==> src/rtl/alu_pkg.sv <==
// Shared definitions for the RV32I ALU and the multi-cycle mul/div sequencer.
//   - 4-bit ALU opcodes (ADD..SLTU, NOP = 0 when the ALU is not claimed)
//   - muldiv_op_e: MUL / MULHU / DIVU / REMU encoding of the 2-bit op field
//   - md_state_e : sequencer FSM state encoding
package alu_pkg;

  localparam logic [3:0] ALU_NOP  = 4'b0000;
  localparam logic [3:0] ALU_ADD  = 4'b0001;
  localparam logic [3:0] ALU_SUB  = 4'b0010;
  localparam logic [3:0] ALU_AND  = 4'b0011;
  localparam logic [3:0] ALU_OR   = 4'b0100;
  localparam logic [3:0] ALU_XOR  = 4'b0101;
  localparam logic [3:0] ALU_SLL  = 4'b0110;
  localparam logic [3:0] ALU_SRL  = 4'b0111;
  localparam logic [3:0] ALU_SRA  = 4'b1000;
  localparam logic [3:0] ALU_SLT  = 4'b1001;
  localparam logic [3:0] ALU_SLTU = 4'b1010;

  typedef enum logic [1:0] {
    MD_MUL   = 2'b00,
    MD_MULHU = 2'b01,
    MD_DIVU  = 2'b10,
    MD_REMU  = 2'b11
  } muldiv_op_e;

  typedef enum logic [1:0] {
    ST_IDLE = 2'b00,
    ST_RUN  = 2'b01,
    ST_DONE = 2'b10
  } md_state_e;

endpackage

==> src/rtl/muldiv_sequencer.sv <==
// Multi-cycle unsigned MUL / MULHU / DIVU / REMU controller that borrows the
// shared ALU for one ADD (multiply) or SUB (restoring divide) per cycle.
//
// state   | meaning
// --------+---------------------------------------------------------------
// IDLE    | waiting for start; ALU not claimed
// RUN     | 32 iterations, cnt 0..31; owns the ALU (alu_sel), stalls core
// DONE    | one-cycle done pulse; result holds until the next accept
//
// Ports:
//   clk, rst_n       clock, asynchronous active-low reset
//   start, op        request (sampled only in IDLE) and operation select
//   rs1, rs2         multiplicand/dividend, multiplier/divisor
//   busy, done       RUN decode, DONE decode
//   result           registered result
//   alu_sel          ALU operand-mux select at core top level
//   alu_a/b, alu_op  ALU operands and opcode, zero outside RUN
//   alu_result       combinational ALU return
module muldiv_sequencer
  import alu_pkg::*;
#(
  parameter int XLEN = 32,
  parameter int ITER = 32
) (
  input  logic            clk,
  input  logic            rst_n,
  input  logic            start,
  input  logic [1:0]      op,
  input  logic [XLEN-1:0] rs1,
  input  logic [XLEN-1:0] rs2,
  output logic            busy,
  output logic            done,
  output logic [XLEN-1:0] result,
  output logic            alu_sel,
  output logic [XLEN-1:0] alu_a,
  output logic [XLEN-1:0] alu_b,
  output logic [3:0]      alu_op,
  input  logic [XLEN-1:0] alu_result
);

  localparam int CW = $clog2(ITER);

  md_state_e       state_q, state_d;
  muldiv_op_e      op_q, op_d;
  logic [CW-1:0]   cnt_q, cnt_d;
  // hi doubles as the divide remainder, lo as the quotient, mcand as divisor
  logic [XLEN-1:0] hi_q, hi_d;
  logic [XLEN-1:0] lo_q, lo_d;
  logic [XLEN-1:0] mcand_q, mcand_d;
  logic [XLEN-1:0] result_q, result_d;
  logic [XLEN-1:0] sh;
  logic            carry;
  logic            ge;

  always_ff @(posedge clk or negedge rst_n) begin
    if (!rst_n) begin
      state_q  <= ST_IDLE;
      op_q     <= MD_MUL;
      cnt_q    <= '0;
      hi_q     <= '0;
      lo_q     <= '0;
      mcand_q  <= '0;
      result_q <= '0;
    end else begin
      state_q  <= state_d;
      op_q     <= op_d;
      cnt_q    <= cnt_d;
      hi_q     <= hi_d;
      lo_q     <= lo_d;
      mcand_q  <= mcand_d;
      result_q <= result_d;
    end
  end

  always_comb begin
    state_d  = state_q;
    op_d     = op_q;
    cnt_d    = cnt_q;
    hi_d     = hi_q;
    lo_d     = lo_q;
    mcand_d  = mcand_q;
    result_d = result_q;
    alu_a    = '0;
    alu_b    = '0;
    alu_op   = ALU_NOP;
    sh       = {hi_q[XLEN-2:0], lo_q[XLEN-1]};
    carry    = 1'b0;
    ge       = 1'b0;

    unique case (state_q)
      ST_IDLE: begin
        if (start) begin
          // Multiply and divide load the shared registers identically.
          op_d    = muldiv_op_e'(op);
          cnt_d   = '0;
          hi_d    = '0;
          lo_d    = rs1;
          mcand_d = rs2;
          state_d = ST_RUN;
        end
      end
      ST_RUN: begin
        if (!op_q[1]) begin
          alu_a  = hi_q;
          alu_b  = lo_q[0] ? mcand_q : '0;
          alu_op = ALU_ADD;
          // Wrap-around of hi + addend recovers the 33rd sum bit.
          carry  = (alu_result < hi_q);
          hi_d   = {carry, alu_result[XLEN-1:1]};
          lo_d   = {alu_result[0], lo_q[XLEN-1:1]};
        end else begin
          alu_a  = sh;
          alu_b  = mcand_q;
          alu_op = ALU_SUB;
          // rem[31] set means the shifted remainder is a 33-bit value that
          // always exceeds the divisor; the mod-2^32 difference is exact.
          ge     = hi_q[XLEN-1] | (sh >= mcand_q);
          hi_d   = ge ? alu_result : sh;
          lo_d   = {lo_q[XLEN-2:0], ge};
        end
        cnt_d = cnt_q + 1'b1;
        if (cnt_q == CW'(ITER - 1)) begin
          state_d = ST_DONE;
          unique case (op_q)
            MD_MUL:   result_d = lo_d;
            MD_MULHU: result_d = hi_d;
            MD_DIVU:  result_d = lo_d;
            MD_REMU:  result_d = hi_d;
          endcase
        end
      end
      ST_DONE: state_d = ST_IDLE;
      default: state_d = ST_IDLE;
    endcase
  end

  assign busy    = (state_q == ST_RUN);
  assign alu_sel = (state_q == ST_RUN);
  assign done    = (state_q == ST_DONE);
  assign result  = result_q;

endmodule

==> config.mk <==
export PLATFORM = sky130hd
export DESIGN_NAME = muldiv_sequencer
export DESIGN_NICKNAME = d
export VERILOG_FILES = /design/src/rtl/alu_pkg.sv /design/src/rtl/muldiv_sequencer.sv
export SDC_FILE = /design/constraint.sdc
export NUM_CORES = 1
export LEC_CHECK = 0
export CAP_MARGIN = 20
export CORE_ASPECT_RATIO = 0.5
export CORE_MARGIN = 4
export CORE_UTILIZATION = 40
export DETAILED_ROUTE_END_ITERATION = 10
export PLACE_DENSITY = 0.66
export SLEW_MARGIN = 20
export SYNTH_ARGS = -nofsm -noshare
export SYNTH_HDL_FRONTEND = slang
export SYNTH_SLANG_ARGS = --single-unit
export TNS_END_PERCENT = 30
==> constraint.sdc <==
create_clock -name clk -period 2.8 [get_ports clk]
set_input_delay 0.28 -clock clk [delete_from_list [all_inputs] [get_ports clk]]
set_output_delay 0.28 -clock clk [all_outputs]
set_load 0.01 [all_outputs]
======== Word-level counts from Yosys, hierarchy flattened ========
Cells that the tools add are included.
W data, S select, Z words.
cells by class
  mux-type cells .......................... 20
  add/sub/neg operators ................... 1
  bitwise logic cells ..................... 1
  order comparisons ....................... 2
  equal/unequal tests ..................... 8
  reduce and logical (&&, ||, !) cells .... 9
operators by type and width
  cell                   number
  $mux W32               10
  $pmux W32 S2           3
  $ge A32 B32 Y1         1
  $lt A32 B32 Y1         1
  $pmux W5 S2            1
  $mux W2                4
  $reduce_and A2 Y1      4
  $eq A2 B2 Y1 const B   3
  $add A5 B1 Y5 const B  1
  $eq A5 B5 Y1 const B   1
  $mux W5                1
  $eq A2 B1 Y1 const B   2
  $logic_not A2 Y1       2
  $pmux W2 S2            1
  $reduce_or A2 Y1       2
  $ne A2 B1 Y1 const B   1
  $ne A2 B2 Y1 const B   1
  $reduce_bool A2 Y1     1
  $or A1 B1 Y1           1
storage, ports and cells
  input bits .............................. 101
  logic and storage cells ................. 48
  register bits after elaboration ......... 137
  output and inout bits ................... 103

======== Logic depth before layout (Yosys ltp) ========
Gate-level depths: netlist (run 1).
  depth in word-level cells ............... 5
  mapped depth ............................ 11
  gate-level depth less buffers ........... 9

======== Least setup slack after synthesis (run 1) ========
No wires, ideal clock.
  path type ............................... flip-flop to flip-flop
  from .................................... register hi_q[16]
  to ...................................... register hi_q[10]
  data required time ...................... 2666 ps
  path buffers ............................ 2
  library setup time ...................... 134 ps
  stages on the path, launching flop included .. 11
  slack ................................... 222 ps
  clock period less this slack ............ 2578 ps
  arrival ................................. 2443 ps
  cells stage by stage .................... dfrtp_1 -> ha_1 -> a21oi_2 -> o21ai_1 -> a221o_1 -> a2111o_1 -> buf_2 -> a21o_4 -> buf_6 -> a211oi_2 -> o32ai_1
between the ends
  cells in the longest elaborated chain, start to end .. 5
RTL lines
  item                      line                     RTL
  start: declaration        muldiv_sequencer.sv:47   logic [XLEN-1:0] hi_q, hi_d;
  start signal: assignment  muldiv_sequencer.sv:68   hi_q <= hi_d;
  $ge A32 B32 Y1            muldiv_sequencer.sv:117  ge = hi_q[XLEN-1] | (sh >= mcand_q);
  $or A1 B1 Y1              muldiv_sequencer.sv:117
  $mux W32                  muldiv_sequencer.sv:118  hi_d = ge ? alu_result : sh;
  $mux W32                  muldiv_sequencer.sv:103  if (!op_q[1]) begin
  $pmux W32 S2              muldiv_sequencer.sv:90   unique case (state_q)
Every way passes these cells.
A chain may end at the register's enable or synchronous reset.

======== Worst setup path after layout (run 1) ========
  from .................................... register hi_q[16]
  to ...................................... register hi_q[11]
Same word-level chain as after synthesis.

==> out/metrics.yaml, run 1 <==
total_power_mw: 15.7
synth.top_cell.area_share_pct: 38.1
antenna_left: 0
async_flop_share_pct: 100
cts_sinks: 137
rsz0062_at_grt: "yes"
rows: 38
min_path_type: "in2reg"
grt_max_degree: 105
io_pins: 204
via_per_inst: 5.89
dp_hpwl_mm: 22.0
slew_headroom_pct: 47.7
synth_area_um2: 9010
clock_skew_ns: 0.0112
peakVddDrop_v: 0.000763
fillers: 1956
synthCells: 1001
track_usage_pct: 24.5
met3_usage_pct: 3.55
grt_pass1_wl_mm: 49.0
ys.flop_type: "dfrtp_1"
post-route-period-util_pct: 98.5
gp_congestion: 0.863
leakage_nw: 5.10
routed_wl_mm: 31.7
die_area_um2: 25100
drv_slew: 0
synth_cell_types: 47
fmax_ghz: 0.363
clk_pin_slew_ns: 0.06
multiInputGateArea_um2: 5180
worst_pin_slew_ns: 0.783
hold_violations: 0
avgSynthCellArea_um2: 9.00
die_x_um: 220
ys_top_cells_by_area: "dfrtp_1 38%, ha_1 9.0%, mux2i_1 6.9%"
yosysTopAreaCell: "dfrtp_1"
clk_latency_ns: 0.43
crit_type: "reg2reg"
grt_pass1_vias: 8834
slowest_stage: "a2111o_2"
chipHeight_um: 114
final_cells: 1499
cts_buffer_depth: 2
min_period_ns: 2.76
area_delta_synth_final_pct: 37.2
status: "finished clean"
num_vias: 8824
yosysSeqAreaShare_pct: 38.1
core_area_um2: 21900
drt-pass1-iter-count: 5
drt_iter0_drc: 883
wl_per_cell_um: 21.1
holdWs_ns: 0.388
cap_viol_max_count: 0
yosys_warnings: 0
start_util_pct: 41.1
dp.cells: 1459
clock-root-buffer: "clkbuf_16"
grt.overflow.total: 0
path_max_fanout: 8
yosys_register_bits: 137
io_buffers: 201
drive_above_1_share_pct: 12.4
drcViolationCount: 0
top_usage_layer: "met2"
antenna_found_initial: 2
endpoint_kind: "flip-flop"
crit_path_cell_trace: "ha_1, a21oi_2, o21ai_1, a221o_1, a2111o_2, a21o_4, a211oi_2, o32ai_1"
slowest_delay_ns: 0.55
synth_edf_count: 0
cts_tree: "built"
use_met1_pct: 33.1
cts_made_buffers: 17
htreeDepth: 4
startpoint_type: "flip-flop"
p_per_area_nw_per_um2: 1270
worstPathArrival_ns: 3.03
fin_nets: 1350
regArea_um2: 3430
finalSetupViolations: 0
cp_data_required_time_ns: 3.07
met2_usage_pct: 41.0
stage by stage:
step,utilization [%],setup WS (ns),TNS (ns),area (um2)
finish,56.4,0.0417,0,12400
global route,56.4,-0.0526,-0.891,12400
CTS,55.4,0.00961,0,12100
detailed placement,52.4,-0.0428,-0.485,11500
global placement,52.4,0.0143,0,11500
floorplan,-,0.222,0,9010
path summary, 6_finish.rpt:
check | slack (ns) | startpoint | cells past startpoint | end
min in group asynchronous | 0.41 | rst_n | 2 | lo_q[26]
min | 0.39 | op[0] | 3 | op_q[0]
max | 0.04 | hi_q[16] | 8 | hi_q[11]
max in group asynchronous | 1.61 | rst_n | 3 | result[30]
min reg2reg | 0.50 | cnt_q[3] | 1 | cnt_q[3]
max reg2reg | 0.04 | hi_q[16] | 8 | hi_q[11]
repair_timing:
item / CTS / global route
pin swaps: 2 / 3
setup buffers: 2 / 0
hold endpoints to repair: 64 / 0
hold buffers: 1 / 0
setup endpoints to repair: 56 / 65
resized for setup: 3 / 38
cloned: 1 / 2
power by group:
group	total [mW]	leakage, nW	internal [mW]	switching [mW]
sequential	3.54	1.70	2.82	0.724
combinational	9.69	3.12	4.29	5.40
clock	2.42	0.292	1.42	0.996
cell type report:
cell class | instances | share of cell area (%)
clock buffer | 17 | 3.44
multi-input combinational | 709 | 41.9
clock inverter | 15 | 1.52
inverter | 68 | 2.06
sequential | 137 | 27.8
antenna | 2 | 0.0405
tap | 300 | 3.04
timing repair buffer | 251 | 20.2
cells in the mapped netlist (3+ instances only):
master     number
a21o_1          7
o22ai_1         3
buf_4           3
a221o_1        32
mux2i_1        62
nand2_1        64
buf_6           3
o32ai_1        31
nor2_1         74
buf_2           5
a2111oi_0       3
o211ai_1       32
buf_1           9
nand2b_1        4
dfrtp_1       137
a211oi_2       29
a21oi_1        51
ha_1           65
nor3_1         65
o21ai_1        29
o21a_1          4
nand4_1         8
a211oi_1       39
o21ai_0        80
inv_1          65
nand3_1         3
clkbuf_1       71
logic make-up after synthesis:
logic type                 share of synthesized area [%]
DFF                                                 38.1
AOI/OAI and AO/OA                                   28.0
and+or+nand+nor                                     10.9
muxes                                               6.89
adders and majority gates                           9.03
buffers and inverters                               7.07
other                                             0.0416
critical path, delay by kind of cell (launching register included):
family                     cells  cell delay [ns]
adders and majority gates      1             0.33
AOI/OAI and AO/OA              7             1.88
DFF                            1             0.39
routing by layer:
layer  vias up  part of all wire, %  routed length [um]
met5         -                    0                   0
met4         0                  2.1                 659
met3        43                  4.7                1500
met2       293                   49               15700
met1      4410                   44               13900
li1       4078                    -                   -
cells in the final DEF, fill, tap and decap left out, types with 3 or more instances in the layout:
| master | Yosys | layout |
|---|---|---|
| nand2_1 | 64 | 63 |
| nand3_1 | 3 | 3 |
| a211oi_2 | 29 | 41 |
| nor3_1 | 65 | 65 |
| a21oi_1 | 51 | 50 |
| o21ai_1 | 29 | 29 |
| a211oi_1 | 39 | 20 |
| clkbuf_16 | 0 | 17 |
| a211oi_4 | 0 | 7 |
| o32ai_1 | 31 | 30 |
| buf_12 | 0 | 8 |
| bufinv_16 | 0 | 3 |
| a221o_1 | 32 | 32 |
| o22ai_1 | 3 | 3 |
| a21o_4 | 1 | 4 |
| a21o_1 | 7 | 7 |
| nor2_1 | 74 | 72 |
| o21a_1 | 4 | 4 |
| buf_4 | 3 | 39 |
| clkinvlp_4 | 0 | 3 |
| inv_1 | 65 | 65 |
| nand4_1 | 8 | 8 |
| clkdlybuf4s50_1 | 0 | 200 |
| o21ai_0 | 80 | 80 |
| nand2b_1 | 4 | 3 |
| inv_6 | 0 | 6 |
| mux2i_1 | 62 | 62 |
| o211ai_1 | 32 | 32 |
| dfrtp_1 | 137 | 135 |
| ha_1 | 65 | 65 |
sequential cells by signal, indices dropped and copies added (netlist names):
| name | cells |
|---|---|
| state_q | 2 |
| lo_q | 32 |
| op_q | 2 |
| cnt_q | 5 |
| mcand_q | 32 |
| hi_q | 32 |
| result | 32 |
Note: power is estimated with default switching activity, not from simulation.
==> run 2, diff against run 1 <==
--- a/config.mk
+++ b/config.mk
@@ -10,7 +10,7 @@
 export CORE_MARGIN = 4
 export CORE_UTILIZATION = 40
 export DETAILED_ROUTE_END_ITERATION = 10
-export PLACE_DENSITY = 0.66
+export PLACE_DENSITY = 0.77
 export SLEW_MARGIN = 20
 export SYNTH_ARGS = -nofsm -noshare
 export SYNTH_HDL_FRONTEND = slang
==> constraint.sdc (replaced) <==
create_clock -name clk -period 3.35 [get_ports clk]
set_input_delay 0.335 -clock clk [delete_from_list [all_inputs] [get_ports clk]]
set_output_delay 0.335 -clock clk [all_outputs]
set_load 0.01 [all_outputs]
==> run 2 against run 1 <==
Compared with the run above:
- worst hold slack improved by 0.050 ns
- global-route usage fell by 0.77 points
- maximum frequency fell by 9.4%
- die area did not move
==> out/metrics.yaml, run 2 (synthesis gave the netlist of run 1 again) <==
status: "finished clean"
final_cell_area_um2: 11900
gp_congestion: 0.905
holdWs_ns: 0.439
routed_wl_mm: 30.2
slew_headroom_pct: 37.6
fin_tns_setup_ns: 0
min_period_ns: 3.05
min_to: "mcand_q[0]"
leakage_nw: 4.93
area_delta_synth_final_pct: 32.2
grt.overflow.total: 0
hold_violations: 0
clock_skew_ns: 0.0103
cts_sinks: 137
post-route-util_pct: 54.4
fin_nets: 1318
hp-start: "rs2[0]"
placed_cell_area_um2: 11200
num_vias: 8732
die_area_um2: 25100
power_frac_comb_pct: 57.3
fmax_ghz: 0.328
crit_type: "reg2reg"
clk_pin_slew_ns: 0.06
final_cell_mix: "200 x clkdlybuf4s50_1, 135 x dfrtp_1, 80 x o21ai_0"
switchingPower_mw: 5.56
slowest_stage: "a2111oi_0"
rows: 38
sequentialPowerShare_pct: 25.0
peakVddDrop_v: 0.000651
crit_path_cell_trace: "inv_1, ha_1, nand2b_1, a2111oi_0, o21a_1, o211ai_1, buf_4, a211oi_1, a211oi_2, o32ai_1"
rr_worst_depth: 10
htreeDepth: 4
r2r_slack_ns: 0.30
min_path_type: "in2reg"
cts_made_buffers: 17
start_util_pct: 41.1
pwr-share-clk_pct: 17.7
path_max_fanout: 33
cp_top_family: "compound AO/OA/AOI/OAI gates"
drt-pass1-iter-count: 8
core_area_um2: 21900
min_path_cells: 3
grt_pass1_wl_mm: 47.7
dp_hpwl_mm: 21.5
cts_buffer_depth: 2
worst_pin_slew_ns: 0.936
slowest_delay_ns: 0.48
p_per_area_nw_per_um2: 1050
reg2reg_to: "hi_q[10]"
die_x_um: 220
path_buf_inv: 2
endpoint_kind: "flip-flop"
reg2reg_from: "lo_q[31]"
grt_pass1_vias: 8854
drv_slew: 0
clock-root-buffer: "clkbuf_16"
rsz0062_at_grt: "no"
fillers: 1884
clk_latency_ns: 0.44
post-route-period-util_pct: 90.9
worstPathArrival_ns: 3.36
drt_iter0_drc: 992
antenna_left: 0
p_int_mw: 6.91
p_sw_share_pct: 44.6
grt_max_degree: 87
io_pins: 204
drcViolationCount: 0
cts_tree: "built"
antenna_found_initial: 2
layout_commonest_cell: "clkdlybuf4s50_1"
finalSetupViolations: 0
chipHeight_um: 114
cap_viol_max_count: 0
startpoint_type: "flip-flop"
cp_data_required_time_ns: 3.67
wl_per_cell_um: 20.6
track_usage_pct: 23.7
drive_above_1_share_pct: 7.90
io_buffers: 201
via_per_inst: 5.96
## run 2: cell types whose count changed in the layout (fill, tap and decap cells not counted), sizes merged, moves of 2 or more
cell      delta
a21o         -3
clkinvlp     -2
bufinv       +3
clkinv       +3
buf         -29
inv          -5
## run 2: power groups by stage
| stage | combinational (mW) | sequential (mW) | clock, mW |
|---|---|---|---|
| 5_1_grt | 7.79 | 3.20 | 2.29 |
| 2_1_floorplan | 4.64 | 2.76 | 0 |
| 6_report | 7.15 | 3.12 | 2.21 |
| 3_3_place_gp | 6.82 | 3.09 | 0 |
| 3_5_place_dp | 7.01 | 3.12 | 0 |
| 4_1_cts | 7.11 | 3.10 | 2.21 |
## run 2: cell type report
type	instances	area (um2)	area share (%)
Sequential cell	137	3430	28.8
Tap cell	300	375	3.15
Clock inverter	14	245	2.06
Inverter	68	255	2.14
Clock buffer	18	439	3.69
Timing Repair Buffer	222	2200	18.5
Antenna cell	1	2.50	0.0210
Multi-Input combinational cell	706	4970	41.7
## run 2: how the worst max path moves through the flow
stage	start	end	slack [ns]	cells after the start
final	lo_q[31]	hi_q[10]	0.30	10
after global routing	lo_q[31]	hi_q[1]	0.19	9
after CTS	lo_q[31]	hi_q[1]	0.39	9
after detailed placement	lo_q[31]	hi_q[1]	0.48	9
after global placement	lo_q[31]	hi_q[16]	0.46	10
after floorplan	hi_q[16]	hi_q[10]	0.77	10
## run 2: layer usage
metal,up-vias,part of all wire (%),track usage (%)
met5,-,0.026,0
met4,2,3.1,9.57
met3,73,6.3,4.32
met2,369,50,41.0
met1,4256,40,29.5
li1,4032,-,-
## run 2: worst reg2reg max path, cell delays in order (launching register included)
cell	delay, ns
dfrtp_1	0.45
inv_1	0.10
ha_1	0.29
nand2b_1	0.14
a2111oi_0	0.48
o21a_1	0.22
o211ai_1	0.23
buf_4	0.34
a211oi_1	0.38
a211oi_2	0.10
o32ai_1	0.19
## run 2: timing repair
action                                 CTS  global route
endpoints found under the hold margin   69             0
hold buffers                             1             0
buffers inserted                         0             0
resized for setup                        0             0
## run 2: metrics by stage
| step | power [mW] | setup slack [ns] | instances |
|---|---|---|---|
| 3_3_place_gp | 9.91 | 0.457 | 1432 |
| 3_5_place_dp | 10.1 | 0.481 | 1432 |
| 2_1_floorplan | 7.39 | 0.772 | 1002 |
| 4_1_cts | 12.4 | 0.395 | 1465 |
| 6_report | 12.5 | 0.305 | 1466 |
| 5_1_grt | 13.3 | 0.187 | 1466 |
==> run 3, diff against run 2 <==
--- a/config.mk
+++ b/config.mk
@@ -15,4 +15,4 @@
 export SYNTH_ARGS = -nofsm -noshare
 export SYNTH_HDL_FRONTEND = slang
 export SYNTH_SLANG_ARGS = --single-unit
-export TNS_END_PERCENT = 30
+export TNS_END_PERCENT = 50
==> results of run 3 <==
Same layout as run 2: the final DEF is identical, and so are final timing and power.
